`config.mk`:
```
export PLATFORM = sky130hd
export DESIGN_NAME = sdr_iq_ddr_serializer_flat
export DESIGN_NICKNAME = d
export VERILOG_FILES = /design/src/rtl/sdr_tx_pkg.sv /design/src/rtl/sdr_iq_ddr_serializer_if.sv /design/src/rtl/ODDRX1F.sv /design/src/rtl/sdr_tx_fifo.sv /design/src/rtl/sdr_iq_ddr_serializer.sv /design/src/flat_wrapper.sv
export SDC_FILE = /design/constraint.sdc
export NUM_CORES = 1
export LEC_CHECK = 0
export ABC_CLOCK_PERIOD_IN_PS = 4400
export CORE_ASPECT_RATIO = 0.8
export CORE_MARGIN = 3
export CORE_UTILIZATION = 45
export CTS_BUF_LIST = sky130_fd_sc_hd__clkbuf_4 sky130_fd_sc_hd__clkbuf_8
export CTS_CLUSTER_SIZE = 20
export DETAILED_ROUTE_END_ITERATION = 12
export PLACE_DENSITY = 0.74
export SLEW_MARGIN = 20
export SYNTH_ARGS = -nofsm -noshare
export SYNTH_HDL_FRONTEND = slang
export SYNTH_HIERARCHICAL = 1
export SYNTH_SLANG_ARGS = --single-unit
```
`constraint.sdc`:
```
create_clock -name clk -period 4.4 [get_ports clk]
set_input_delay 0.66 -clock clk [delete_from_list [all_inputs] [get_ports clk]]
set_output_delay 0.66 -clock clk [all_outputs]
set_load 0.01 [all_outputs]
```
`src/rtl/sdr_tx_pkg.sv`:
```
// Shared SDR TX/RX definitions: frame sync bits, default test pattern,
// load-source select and the frame builder shared with the RX deframer.
package sdr_tx_pkg;

   localparam logic [1:0]  SYNC_I               = 2'b01;
   localparam logic [1:0]  SYNC_Q               = 2'b10;
   localparam int unsigned MAX_SAMPLE_W         = 32;
   localparam int unsigned MAX_FRAME_W          = 2 * (MAX_SAMPLE_W + 2);
   localparam logic [31:0] TEST_PATTERN_DEFAULT = 32'h7FFF_BFFF;

   typedef logic [MAX_FRAME_W-1:0] frame_t;

   typedef enum logic [1:0] {
      SRC_IDLE,
      SRC_TEST,
      SRC_DATA,
      SRC_UNDER
   } frame_src_e;

   // {SYNC_I, I, SYNC_Q, Q} right-aligned in a max-width word; optional
   // inversion covers the whole frame including the sync bits.
   function automatic frame_t build_frame(input logic [MAX_SAMPLE_W-1:0] i,
                                          input logic [MAX_SAMPLE_W-1:0] q,
                                          input int unsigned             sample_w,
                                          input logic                    invert);
      frame_t smask;
      frame_t fmask;
      frame_t f;
      smask = (frame_t'(1) << sample_w) - frame_t'(1);
      fmask = (frame_t'(1) << (2 * sample_w + 4)) - frame_t'(1);
      f     = (frame_t'(SYNC_I) << (2 * sample_w + 2))
            | ((frame_t'(i) & smask) << (sample_w + 2))
            | (frame_t'(SYNC_Q) << sample_w)
            | (frame_t'(q) & smask);
      if (invert) begin
         f = ~f;
      end
      return f & fmask;
   endfunction

endpackage

```
`src/rtl/sdr_iq_ddr_serializer_if.sv`:
```
// I/Q sample-pair handshake between the baseband source and the serializer.
interface sdr_iq_ddr_serializer_if #(
   parameter int unsigned SAMPLE_W = 14
);
   logic [SAMPLE_W-1:0] s_i;
   logic [SAMPLE_W-1:0] s_q;
   logic                s_valid;
   logic                s_ready;

   modport master (output s_i, output s_q, output s_valid, input s_ready);
   modport slave  (input s_i, input s_q, input s_valid, output s_ready);
endinterface

```
`src/rtl/ODDRX1F.sv`:
```
// Behavioural stand-in for the ECP5 ODDRX1F primitive, for simulation only;
// leave it out of the synthesis file list so the vendor cell is used.
// D0 is driven while SCLK is high, D1 while SCLK is low.
module ODDRX1F (
   input  logic D0,
   input  logic D1,
   input  logic SCLK,
   input  logic RST,
   output logic Q
);
   logic d0_q;
   logic d1_q;

   // Capture both data bits on the rising edge.
   always_ff @(posedge SCLK or posedge RST) begin
      if (RST) begin
         d0_q <= 1'b0;
         d1_q <= 1'b0;
      end else begin
         d0_q <= D0;
         d1_q <= D1;
      end
   end

   assign Q = SCLK ? d0_q : d1_q;

endmodule

```
`src/rtl/sdr_tx_fifo.sv`:
```
// Synchronous first-word-fall-through FIFO for sample pairs. rd_data always
// shows the oldest entry; pop consumes it. Push while full is dropped.
module sdr_tx_fifo #(
   parameter int unsigned WIDTH = 28,
   parameter int unsigned DEPTH = 8
) (
   input  logic             clk,
   input  logic             rst,
   input  logic             push,
   input  logic [WIDTH-1:0] wr_data,
   input  logic             pop,
   output logic [WIDTH-1:0] rd_data,
   output logic             full,
   output logic             empty
);
   localparam int unsigned AW = $clog2(DEPTH);

   logic [WIDTH-1:0] mem_q [DEPTH];
   logic [AW-1:0]    wr_ptr_q, wr_ptr_d;
   logic [AW-1:0]    rd_ptr_q, rd_ptr_d;
   logic [AW:0]      count_q, count_d;
   logic             push_ok;
   logic             pop_ok;

   assign full    = (count_q == (AW + 1)'(DEPTH));
   assign empty   = (count_q == '0);
   assign rd_data = mem_q[rd_ptr_q];

   // Pointer and occupancy update; refused push/pop leave state untouched.
   always_comb begin
      push_ok  = push & ~full;
      pop_ok   = pop & ~empty;
      wr_ptr_d = wr_ptr_q;
      rd_ptr_d = rd_ptr_q;
      if (push_ok) begin
         wr_ptr_d = wr_ptr_q + AW'(1);
      end
      if (pop_ok) begin
         rd_ptr_d = rd_ptr_q + AW'(1);
      end
      count_d = count_q + (AW + 1)'(push_ok) - (AW + 1)'(pop_ok);
   end

   // Control state, cleared on reset (contents become unreachable).
   always_ff @(posedge clk or posedge rst) begin
      if (rst) begin
         wr_ptr_q <= '0;
         rd_ptr_q <= '0;
         count_q  <= '0;
      end else begin
         wr_ptr_q <= wr_ptr_d;
         rd_ptr_q <= rd_ptr_d;
         count_q  <= count_d;
      end
   end

   // Storage array, no reset needed.
   always_ff @(posedge clk) begin
      if (push_ok) begin
         mem_q[wr_ptr_q] <= wr_data;
      end
   end

endmodule

```
`src/rtl/sdr_iq_ddr_serializer.sv`:
```
// I/Q frame serializer: FIFO-buffered sample pairs are framed as
// {01, I, 10, Q} and shifted out MSB first, two bits per clk via ODDRX1F.
// A new frame is loaded every FRAME_W/2 clocks with no gaps.
module sdr_iq_ddr_serializer
   import sdr_tx_pkg::*;
#(
   parameter int unsigned         SAMPLE_W     = 14,
   parameter int unsigned         FIFO_DEPTH   = 8,
   parameter bit                  INVERT       = 1'b1,
   parameter frame_t              TEST_PATTERN = frame_t'(TEST_PATTERN_DEFAULT),
   parameter logic [SAMPLE_W-1:0] IDLE_I       = '0,
   parameter logic [SAMPLE_W-1:0] IDLE_Q       = '0
) (
   input  logic                     clk,
   input  logic                     rst,
   sdr_iq_ddr_serializer_if.slave   s_if,
   input  logic                     enable,
   input  logic                     mode,
   input  logic                     clr_status,
   output logic                     frame_start,
   output logic                     underflow,
   output logic [15:0]              frame_cnt,
   output logic                     ddr_out
);
   localparam int unsigned FRAME_W = 2 * (SAMPLE_W + 2);
   localparam int unsigned HALF_W  = SAMPLE_W + 2;
   localparam int unsigned CNT_W   = $clog2(HALF_W);

   localparam logic [CNT_W-1:0]   CNT_LAST   = CNT_W'(HALF_W - 1);
   localparam logic [FRAME_W-1:0] IDLE_FRAME =
      FRAME_W'(build_frame(MAX_SAMPLE_W'(IDLE_I), MAX_SAMPLE_W'(IDLE_Q), SAMPLE_W, INVERT));
   localparam logic [FRAME_W-1:0] TEST_FRAME =
      TEST_PATTERN[FRAME_W-1:0] ^ {FRAME_W{INVERT}};

   logic [FRAME_W-1:0]    shift_q, shift_d;
   logic [CNT_W-1:0]      bit_cnt_q, bit_cnt_d;
   logic                  frame_start_q, frame_start_d;
   logic                  underflow_q, underflow_d;
   logic [15:0]           frame_cnt_q, frame_cnt_d;
   logic                  ready_q, ready_d;

   logic                  load;
   logic                  fifo_push;
   logic                  fifo_pop;
   logic                  fifo_full;
   logic                  fifo_empty;
   logic [2*SAMPLE_W-1:0] fifo_rd;
   logic [FRAME_W-1:0]    data_frame;
   frame_src_e            src;

   // s_ready held low through reset, then tracks registered occupancy.
   assign s_if.s_ready = ready_q & ~fifo_full;
   assign fifo_push    = s_if.s_valid & s_if.s_ready;

   sdr_tx_fifo #(
      .WIDTH (2 * SAMPLE_W),
      .DEPTH (FIFO_DEPTH)
   ) u_fifo (
      .clk     (clk),
      .rst     (rst),
      .push    (fifo_push),
      .wr_data ({s_if.s_i, s_if.s_q}),
      .pop     (fifo_pop),
      .rd_data (fifo_rd),
      .full    (fifo_full),
      .empty   (fifo_empty)
   );

   // Load-cycle source selection, frame mux, shift/count and status update.
   always_comb begin
      load          = (bit_cnt_q == '0);
      src           = SRC_IDLE;
      fifo_pop      = 1'b0;
      data_frame    = FRAME_W'(build_frame(MAX_SAMPLE_W'(fifo_rd[2*SAMPLE_W-1 -: SAMPLE_W]),
                                           MAX_SAMPLE_W'(fifo_rd[SAMPLE_W-1:0]),
                                           SAMPLE_W, INVERT));
      shift_d       = {shift_q[FRAME_W-3:0], 2'b00};
      bit_cnt_d     = bit_cnt_q - CNT_W'(1);
      frame_start_d = 1'b0;
      underflow_d   = underflow_q;
      frame_cnt_d   = frame_cnt_q;
      ready_d       = 1'b1;

      if (!enable) begin
         src = SRC_IDLE;
      end else if (mode) begin
         src = SRC_TEST;
      end else if (!fifo_empty) begin
         src = SRC_DATA;
      end else begin
         src = SRC_UNDER;
      end

      if (clr_status) begin
         underflow_d = 1'b0;
      end

      if (load) begin
         bit_cnt_d     = CNT_LAST;
         frame_start_d = 1'b1;
         case (src)
            SRC_TEST: shift_d = TEST_FRAME;
            SRC_DATA: begin
               shift_d     = data_frame;
               fifo_pop    = 1'b1;
               frame_cnt_d = frame_cnt_q + 16'd1;
            end
            SRC_UNDER: begin
               shift_d     = IDLE_FRAME;
               underflow_d = 1'b1;
            end
            default: shift_d = IDLE_FRAME;
         endcase
      end
   end

   // Serializer and status registers.
   always_ff @(posedge clk or posedge rst) begin
      if (rst) begin
         shift_q       <= IDLE_FRAME;
         bit_cnt_q     <= CNT_LAST;
         frame_start_q <= 1'b0;
         underflow_q   <= 1'b0;
         frame_cnt_q   <= '0;
         ready_q       <= 1'b0;
      end else begin
         shift_q       <= shift_d;
         bit_cnt_q     <= bit_cnt_d;
         frame_start_q <= frame_start_d;
         underflow_q   <= underflow_d;
         frame_cnt_q   <= frame_cnt_d;
         ready_q       <= ready_d;
      end
   end

   assign frame_start = frame_start_q;
   assign underflow   = underflow_q;
   assign frame_cnt   = frame_cnt_q;

   ODDRX1F u_oddr (
      .D0   (shift_q[FRAME_W-1]),
      .D1   (shift_q[FRAME_W-2]),
      .SCLK (clk),
      .RST  (rst),
      .Q    (ddr_out)
   );

endmodule
```
`src/flat_wrapper.sv`:
```
// flat-port wrapper written by rule: the top's interface ports become plain ports
module sdr_iq_ddr_serializer_flat import sdr_tx_pkg::*;
#(
   parameter int unsigned         SAMPLE_W     = 14,
   parameter int unsigned         FIFO_DEPTH   = 8,
   parameter bit                  INVERT       = 1'b1,
   parameter frame_t              TEST_PATTERN = frame_t'(TEST_PATTERN_DEFAULT),
   parameter logic [SAMPLE_W-1:0] IDLE_I       = '0,
   parameter logic [SAMPLE_W-1:0] IDLE_Q       = '0
)
  (clk, rst, enable, mode, clr_status, frame_start, underflow, frame_cnt, ddr_out, s_if_s_i, s_if_s_q, s_if_s_valid, s_if_s_ready);
  sdr_iq_ddr_serializer_if #(.SAMPLE_W(SAMPLE_W)) s_if_i ();
  input  logic clk;
  input  logic rst;
  input  logic enable;
  input  logic mode;
  input  logic clr_status;
  output logic frame_start;
  output logic underflow;
  output logic [15:0] frame_cnt;
  output logic ddr_out;
  input wire logic [$bits(s_if_i.s_i)-1:0] s_if_s_i;
  input wire logic [$bits(s_if_i.s_q)-1:0] s_if_s_q;
  input wire logic [$bits(s_if_i.s_valid)-1:0] s_if_s_valid;
  output wire logic [$bits(s_if_i.s_ready)-1:0] s_if_s_ready;
  assign s_if_i.s_i = s_if_s_i;
  assign s_if_i.s_q = s_if_s_q;
  assign s_if_i.s_valid = s_if_s_valid;
  assign s_if_s_ready = s_if_i.s_ready;
  sdr_iq_ddr_serializer #(.SAMPLE_W(SAMPLE_W), .FIFO_DEPTH(FIFO_DEPTH), .INVERT(INVERT), .TEST_PATTERN(TEST_PATTERN), .IDLE_I(IDLE_I), .IDLE_Q(IDLE_Q)) u_core (.clk(clk), .rst(rst), .s_if(s_if_i), .enable(enable), .mode(mode), .clr_status(clr_status), .frame_start(frame_start), .underflow(underflow), .frame_cnt(frame_cnt), .ddr_out(ddr_out));
endmodule
```
# Yosys cells after proc, flatten, opt, wreduce, memory -nomap -nowiden
# Memories as Yosys holds them, arrays and structs flattened.
# Cells that the tools add are included.
# classes
n_mux	15
n_reduce_logical	3
add_sub_neg	6
n_bitwise	8
eq_ne	4
# op_table
cell	count
32-bit case mux with 2 select lines	1
32-bit 2-to-1 mux	1
32-bit NOT	1
31-bit by 14-bit OR with 31-bit output	1
16-bit by 1-bit adder with 16-bit output (second input constant)	1
1-bit 2-to-1 mux	10
4-bit zero test	2
3-bit by 1-bit adder with 3-bit output (second input constant)	2
4-bit by 1-bit adder with 4-bit output	1
1-bit bitwise AND	4
2-bit == test (second input constant)	2
4-bit == test (second input constant)	1
2-bit 2-to-1 mux	2
4-bit 2-to-1 mux	1
4-bit by 1-bit subtractor with 4-bit output	1
4-bit by 1-bit subtractor with 4-bit output (second input constant)	1
2-bit by 1-bit == test with 1-bit output (second input constant)	1
1-bit NOT	2
2-bit AND reduction	1
# totals
input_bits	34
ff_bits	67
n_memories	1
out_inout_bits	20
ram_bits	224
wordCells	48
# memory_table
name	words	width	read_ports	rd_clocked_by_memory_dff	wr	line	text
u_core.u_fifo.mem_q	8	28	1	0	1	sdr_tx_fifo.sv:18	logic [WIDTH-1:0] mem_q [DEPTH];

# Logic depth before layout (Yosys ltp)
# Gate-level depths: netlist of run 1.
# depth
ltp_word	9
ltp_mapped	15
ltp_nobuf	14

# Hierarchy
# Netlist of run 1, hierarchy kept.
# by_module_without_submodules
module	instances	seq_area_each_um2	area_each_um2	cells_each
sdr_tx_fifo	1	6976.7	8993.6	382
sdr_iq_ddr_serializer	1	1418.9	2230.9	189
ODDRX1F	1	50.0	68.8	4

==> summary.txt, run 1 <==
Status
  – Status: finished clean

Critical path
  – CP Class: clock port to output pin
  – FF-to-FF End: u_core/u_fifo/count_q[1]
  – Worst Path Max Fanout: 2
  – Kind of end point of the critical path: output pin
  – Cell mode on critical path: clkbuf_8
  – Crit-path slowest cell: clkdlybuf4s50_1
  – Critical path, cell by cell: clkbuf_8 -> clkbuf_8 -> mux2_4 -> clkdlybuf4s50_1
  – WP depth: 4
  – Crit path arrival time: 3.19 ns
  – Worst r2r src: u_core/u_fifo/count_q[2]
  – R2R Setup Slk: 1.14 ns
  – CP required: 3.74 ns
  – Startpoint Class: clock port
  – Largest delay contributor family on the critical path: buffers and inverters
  – CP max stage delay: 0.48 ns
  – R2R cell count: 16
  – CP Buf/Inv Count: 3

Final layout
  – Layout area overhead: 16.2%
  – Register area: between 8000 and 9000 um2
  – Nets: 713
  – Share of cells above drive strength 1: 0.331
  – Final core utilization: 0.536
  – Fillers: 1902
  – Ant. Diodes: 0
  – Area occupied by multi-input gates: 2660 um2

Synth
  – Sequential area share after synthesis: 0.748
  – Synth Area in Simple Gates: 0.0312
  – Cells after synthesis: around 580
  – Yosys cell types: 43
  – Net Count, Synth: 620
  – Ys async rst share: 0.230
  – Post-synth EDFFs: between 200 and 250
  – Mapped Area: between 10000 and 15000 um2
  – Mean Syn Cell Area: 19.6 um2
  – Main combinational cell family by area after synthesis: multiplexers
  – Ys flop type: edfxtp_1
  – Synth area leader: edfxtp_1
  – Adder-cell share of the synthesized area: 0.0129
  – Post-synth top area share: 0.596
  – Area contributors post-synth: edfxtp_1, mux4_2, dfstp_2, dfrtp_1, mux2_2
  – Multiplexer area fraction after synthesis: 0.143
  – Synth Warn #: 6
  – Number of synthesized register bits: 291
  – Post-synthesis xor/xnor area fraction: 0.0171
  – Compound-Gate Fraction of Synth Area: 0.0288

Pwr
  – LEAKAGE: 4.49 nW
  – P per Cell Area: 527 nW/um2
  – Max VDD drop: about 0.00031 V

Die
  – Initial Util: 0.461
  – Core area: 24500 um2
  – Row count: 51
  – Die width: 183 um
  – # IOs: 54
  – Die Ht: 148 um
  – Die footprint: 27000 um2

Drt
  – Vias/cell: between 5 and 6
  – Antenna-violating nets left: 0
  – Routed wire per std cell: 21.0 um
  – Via Count: 5430
  – Routed WL: ~21000 um
  – Iteration-0 DRC Markers: 417
  – DR DRC count: 0
  – DR pass1 iterations: 4

Clocking
  – Reg clk slew, reported paths: around 0.060 ns
  – CTS tree: yes
  – CTS resizes: 0
  – Worst-Skew Late Latency: 0.66 ns
  – Hold Buf Count CTS: 0
  – Setup Fix Bufs, Post-CTS: 0

Global route
  – Largest net degree at the start of global routing: 39
  – Global-route wire length before repair: 34100 um
  – GRT overflow: 0
  – Initial antenna violation count: 0
  – Vias in the first global route: 6065
  – Total global-route track usage: 0.167

STA
  – Max Slew Vio Count: 0
  – Setup TNS: 0 ns
  – Clock Skews: 0.0210 ns
  – Hold_ws: 0.257 ns
  – # setup viols final: 0
  – RSZ-0062 raised after global routing: no
  – Final hold vios: 0
  – Slew @ Worst Pin: 0.880 ns
  – Slew headroom: 0.413

Placed design
  – IO Port Bufs: 53
  – Final Wtd Congestion: ~0.72
  – DP HPWL: 11700 um

Hold path
  – Worst hold path type: input pin to async pin

Run
  – Max cap viols: 0
metal layers:
layer / global-route usage / share of wire
met5: 0 / 0
met4: 0.0552 / 0.015
met1: 0.225 / 0.41
met3: 0.0445 / 0.078
met2: 0.269 / 0.50
placed cells by master (no fill, tap or decap), types with 2 or more instances in the layout:
cell type and count:
mux4_2 56, edfxtp_1 224, nor3_2 3, o21bai_1 2, nor2_2 8, clkbuf_4 20, dfrtp_1 30, clkinv_1 9
xor2_1 8, buf_4 16, o21ai_0 26, mux2_2 30, clkinvlp_4 2, inv_1 18, clkdlybuf4s50_1 53, nand2b_1 6
ha_1 10, a21oi_1 28, dfstp_2 34, clkbuf_8 48, dfrtp_2 2, xnor2_1 14, clkinv_2 3, nand2_1 13
nand4_1 4, nor4_4 2, and2_1 3, o31ai_1 2, nor2_1 2, nand3_1 7
Yosys cell counts, drive strengths merged, types with 3 or more instances:
cell / n
nand4: 4
xor2: 8
buf: 15
nand2: 13
edfxtp: 224
clkbuf: 10
nand3: 7
dfrtp: 33
nor2: 10
xnor2: 14
dfstp: 34
o21ai: 26
mux4: 56
and2: 3
inv: 19
ha: 10
nor3: 3
a21oi: 29
or3b: 3
nand2b: 6
mux2: 31
final cells by class:
cell class / count / share of cell area
timing repair buffer: 68 / 0.0488
multi-input combinational: 240 / 0.203
tap: 318 / 0.0303
clock buffer: 69 / 0.0625
inverter: 19 / 0.00543
clock inverter: 16 / 0.00639
sequential: 291 / 0.644
metrics by stage:
stage          power, mW  setup WS [ns]  std cells  instance area, um2
6_report            6.92          0.550       1021               13100
5_1_grt             7.29          0.517       1021               13100
4_1_cts             7.02          0.537       1021               13100
3_5_place_dp        4.82          0.802        937               12200
3_3_place_gp        4.75          0.803        937               12200
2_1_floorplan       4.44          0.644        575               11300
worst reg2reg max path: cells and delay by family (launching register included):
kind | cells | cell delay [ns]
AND/OR/NAND/NOR | 4 | 0.89
flip-flops | 1 | 0.33
adder cells (fa/ha/maj) | 4 | 1.06
buffers and inverters | 8 | 0.88
kinds of logic after synthesis:
| kind of cell | Yosys count |
|---|---|
| flops | 291 |
| buf+inv | 44 |
| mux | 87 |
| fa+ha+maj | 11 |
| compound gates | 61 |
| simple gates | 58 |
| other cells | 1 |
| xor+xnor | 22 |
power breakdown:
group          internal (mW)  leakage (nW)  total (mW)  switching [mW]
clock                   1.21         0.486        2.21            1.00
combinational          0.685          1.21        1.17           0.484
sequential              3.27          2.79        3.54           0.269
sequential cells by signal, summed over array words and instances, names as in the netlist, 3 cells and up:
signal and count:
u_core/bit_cnt_q 4, u_core/u_fifo/mem_q 224, u_core/frame_cnt 16, u_core/shift_q 32, u_core/u_fifo/wr_ptr_q 3, u_core/u_fifo/count_q 4
u_core/u_fifo/rd_ptr_q 3
how the worst max path moves through the flow:
stage                                   startpoint                         to  slack, ns
after floorplan           u_core/u_fifo/count_q[2]  u_core/u_fifo/mem_q[1][0]       0.64
after global placement                         clk                    ddr_out       0.80
after detailed placement                    enable   u_core/u_fifo/count_q[1]       0.80
after CTS                                      clk                    ddr_out       0.54
after global routing                           clk                    ddr_out       0.52
final                                          clk                    ddr_out       0.55
(Power assumes the default switching activity.)
==> inputs of run 2 (changes only) <==
--- a/config.mk
+++ b/config.mk
@@ -5,7 +5,7 @@
 export SDC_FILE = /design/constraint.sdc
 export NUM_CORES = 1
 export LEC_CHECK = 0
-export ABC_CLOCK_PERIOD_IN_PS = 4400
+export ABC_CLOCK_PERIOD_IN_PS = 4500
 export CORE_ASPECT_RATIO = 0.8
 export CORE_MARGIN = 3
 export CORE_UTILIZATION = 45
@@ -13,6 +13,7 @@
 export CTS_CLUSTER_SIZE = 20
 export DETAILED_ROUTE_END_ITERATION = 12
 export PLACE_DENSITY = 0.74
+export SETUP_SLACK_MARGIN = 0.2
 export SLEW_MARGIN = 20
 export SYNTH_ARGS = -nofsm -noshare
 export SYNTH_HDL_FRONTEND = slang
==> constraint.sdc (replaced) <==
create_clock -name clk -period 4.5 [get_ports clk]
set_input_delay 0.675 -clock clk [delete_from_list [all_inputs] [get_ports clk]]
set_output_delay 0.675 -clock clk [all_outputs]
set_load 0.01 [all_outputs]
==> run 2 against run 1 <==
Effect of this change:
- clock-buffer cell count is 5 lower
- die area unchanged
- first-iteration DRC count down 28%
- clock power is 6% higher
- clock skew is 0.0017 ns higher
- worst setup slack better by 0.031 ns
- combinational power is essentially flat
- via count increased by 0.31%
- sequential share of layout area decreased by 0.32 points
- critical path depth did not move
- highest routed layer unchanged
==> summary.txt, run 2 (synthesis gave the netlist of run 1 again) <==
Status
  – Status: finished clean

Clocking
  – Hold Buf Count CTS: 0 (unchanged)
  – Setup Fix Bufs, Post-CTS: 0 (unchanged)
  – CTS tree: yes
  – CTS resizes: 0 (unchanged)
  – Worst-Skew Late Latency: 0.66 ns (about the same)
  – Reg clk slew, reported paths: 0.06 ns (about the same)

Global route
  – Vias in the first global route: 5901 (-2.7%)
  – Total global-route track usage: 0.165 (-0.00269)
  – GRT overflow: 0 (unchanged)
  – Global-route wire length before repair: 33700 um (-1.1%)
  – Largest net degree at the start of global routing: 39 (unchanged)
  – Initial antenna violation count: 0 (unchanged)

Critical path
  – R2R cell count: 15 (-1)
  – CP max stage delay: 0.48 ns (about the same)
  – Critical path, cell by cell: clkbuf_8 -> clkbuf_8 -> mux2_4 -> clkdlybuf4s50_1
  – Kind of end point of the critical path: output pin
  – Worst r2r src: u_core/u_fifo/count_q[2]
  – FF-to-FF End: u_core/u_fifo/count_q[1]
  – Crit-path slowest cell: clkdlybuf4s50_1
  – CP required: 3.83 ns (+0.09 ns)
  – Worst Path Max Fanout: 2 (unchanged)
  – Startpoint Class: clock port
  – Cell mode on critical path: clkbuf_8
  – R2R Setup Slk: 1.14 ns (about the same)
  – Crit path arrival time: 3.24 ns (+0.05 ns)
  – CP Class: clock port to output pin

Die
  – Initial Util: 0.461 (unchanged)
  – Die width: 183 um (unchanged)
  – Die footprint: 27000 um2 (unchanged)
  – Die Ht: 148 um (unchanged)
  – Row count: 51 (unchanged)
  – Core area: 24500 um2 (unchanged)
  – # IOs: 54 (unchanged)

Final layout
  – Register area: 8450 um2 (unchanged)
  – Commonest non-fill, non-tap cell in the layout: edfxtp_1
  – Post-route insts no fill: 1021 (unchanged)
  – Final core utilization: 0.538 (+0.00271)
  – Nets: 712 (-0.14%)
  – Most flops, register: u_core/u_fifo/mem_q
  – Layout area overhead: 16.8%
  – Area occupied by multi-input gates: 2660 um2 (unchanged)
  – Max reg flops: 224 (unchanged)
  – Ant. Diodes: 0 (unchanged)
  – Share of cells above drive strength 1: 0.327 (-0.00427)
  – Fillers: 1934 (+1.7%)
  – Most frequent cells in the layout: edfxtp_1, mux4_2, clkdlybuf4s50_1

Run
  – Max cap viols: 0 (unchanged)

STA
  – Final hold vios: 0 (unchanged)
  – Clock Skews: 0.0227 ns (+0.00169 ns)
  – Worst setup margin: 0.581 ns (+0.0314 ns)
  – RSZ-0062 raised after global routing: no
  – Max Slew Vio Count: 0 (unchanged)
  – # setup viols final: 0 (unchanged)
  – Slew @ Worst Pin: 0.934 ns (+0.0535 ns)
  – Slew headroom: 0.378 (-0.0357)
  – Setup TNS: 0 ns (unchanged)

Pwr
  – Total power draw: 6.93 mW (about the same)
  – Max VDD drop: 0.000316 V (+2.4%)
  – P per Cell Area: 525 nW/um2 (-0.41%)
  – LEAKAGE: 4.53 nW (+0.73%)

Drt
  – Met1 WL: 9050 um (+2.5%)
  – Routed wire per std cell: 20.7 um (-1.3%)
  – Met3 Wirelength: 1340 um (-20%)
  – Via Count: 5447 (+0.31%)
  – Iteration-0 DRC Markers: 300 (-28%)
  – Vias/cell: 5.33 (+0.31%)
  – Routed wl met2: 10500 um (-1.6%)
  – Antenna-violating nets left: 0 (unchanged)
  – DR pass1 iterations: 4 (unchanged)
  – DR DRC count: 0 (unchanged)
  – Routed WL: 21200 um (-1.3%)
  – Max Used Layer: met4

Placed design
  – IO Port Bufs: 53 (unchanged)
  – Placed Instances: 936 (-0.11%)
  – Dpl ws: 0.838 ns (+0.0360 ns)
  – DP HPWL: 11400 um (-2.4%)
  – Final Wtd Congestion: 0.729 (+1.4%)

Hold path
  – Worst hold path type: input pin to async pin
## run 2: changes by cell type in the layout (fill, tap and decap cells not counted), moves of 2 or more
cell / change
clkbuf_4: -7
bufinv_16: +3
clkinv_1: +3
clkbuf_8: +2
clkinv_2: +2
clkinvlp_4: -2
## run 2: how the worst max path moves through the flow
stage                                   from                        end  slack, ns  depth (start not counted)
floorplan           u_core/u_fifo/count_q[2]  u_core/u_fifo/mem_q[1][0]       0.74                          8
global placement                         clk                    ddr_out       0.84                          2
detailed placement                       clk                    ddr_out       0.84                          2
CTS                                      clk                    ddr_out       0.57                          4
global route                             clk                    ddr_out       0.56                          4
finish                                   clk                    ddr_out       0.58                          4
## run 2: layer usage
metal,vias up,global-route usage
met2,144,0.261
met4,0,0.0502
li1,2449,-
met5,-,0
met3,35,0.0462
met1,2819,0.225
## run 2: report_power, final
part | total (mW) | internal (mW) | switching (mW)
registers | 3.43 | 3.20 | 0.232
logic | 1.15 | 0.664 | 0.486
clock network | 2.34 | 1.33 | 1.01
## run 2: area by class of cell
class,instances,share of cell area
Clock buffer,64,0.0603
Clock inverter,22,0.0138
Inverter,19,0.00541
Multi-Input combinational cell,240,0.202
Sequential cell,291,0.641
Tap cell,318,0.0302
Timing Repair Buffer,67,0.0480
## run 2: through the flow
step	instance area (um2)	hold slack, ns
after floorplan	11300	0.331
after global placement	12200	0.378
after detailed placement	12200	0.375
after CTS	13200	0.234
after global routing	13200	0.254
final	13200	0.268
## run 2: critical path: cells and delay by family
family	cells	cell delay [ns]
buf+inv	3	0.71
mux	1	0.28
==> inputs of run 3 (changes only) <==
--- a/config.mk
+++ b/config.mk
@@ -14,6 +14,7 @@
 export DETAILED_ROUTE_END_ITERATION = 12
 export PLACE_DENSITY = 0.74
 export SETUP_SLACK_MARGIN = 0.2
+export SKIP_LAST_GASP = 1
 export SLEW_MARGIN = 20
 export SYNTH_ARGS = -nofsm -noshare
 export SYNTH_HDL_FRONTEND = slang
==> results of run 3 <==
Final layout, timing and power as in run 2 (identical DEF).
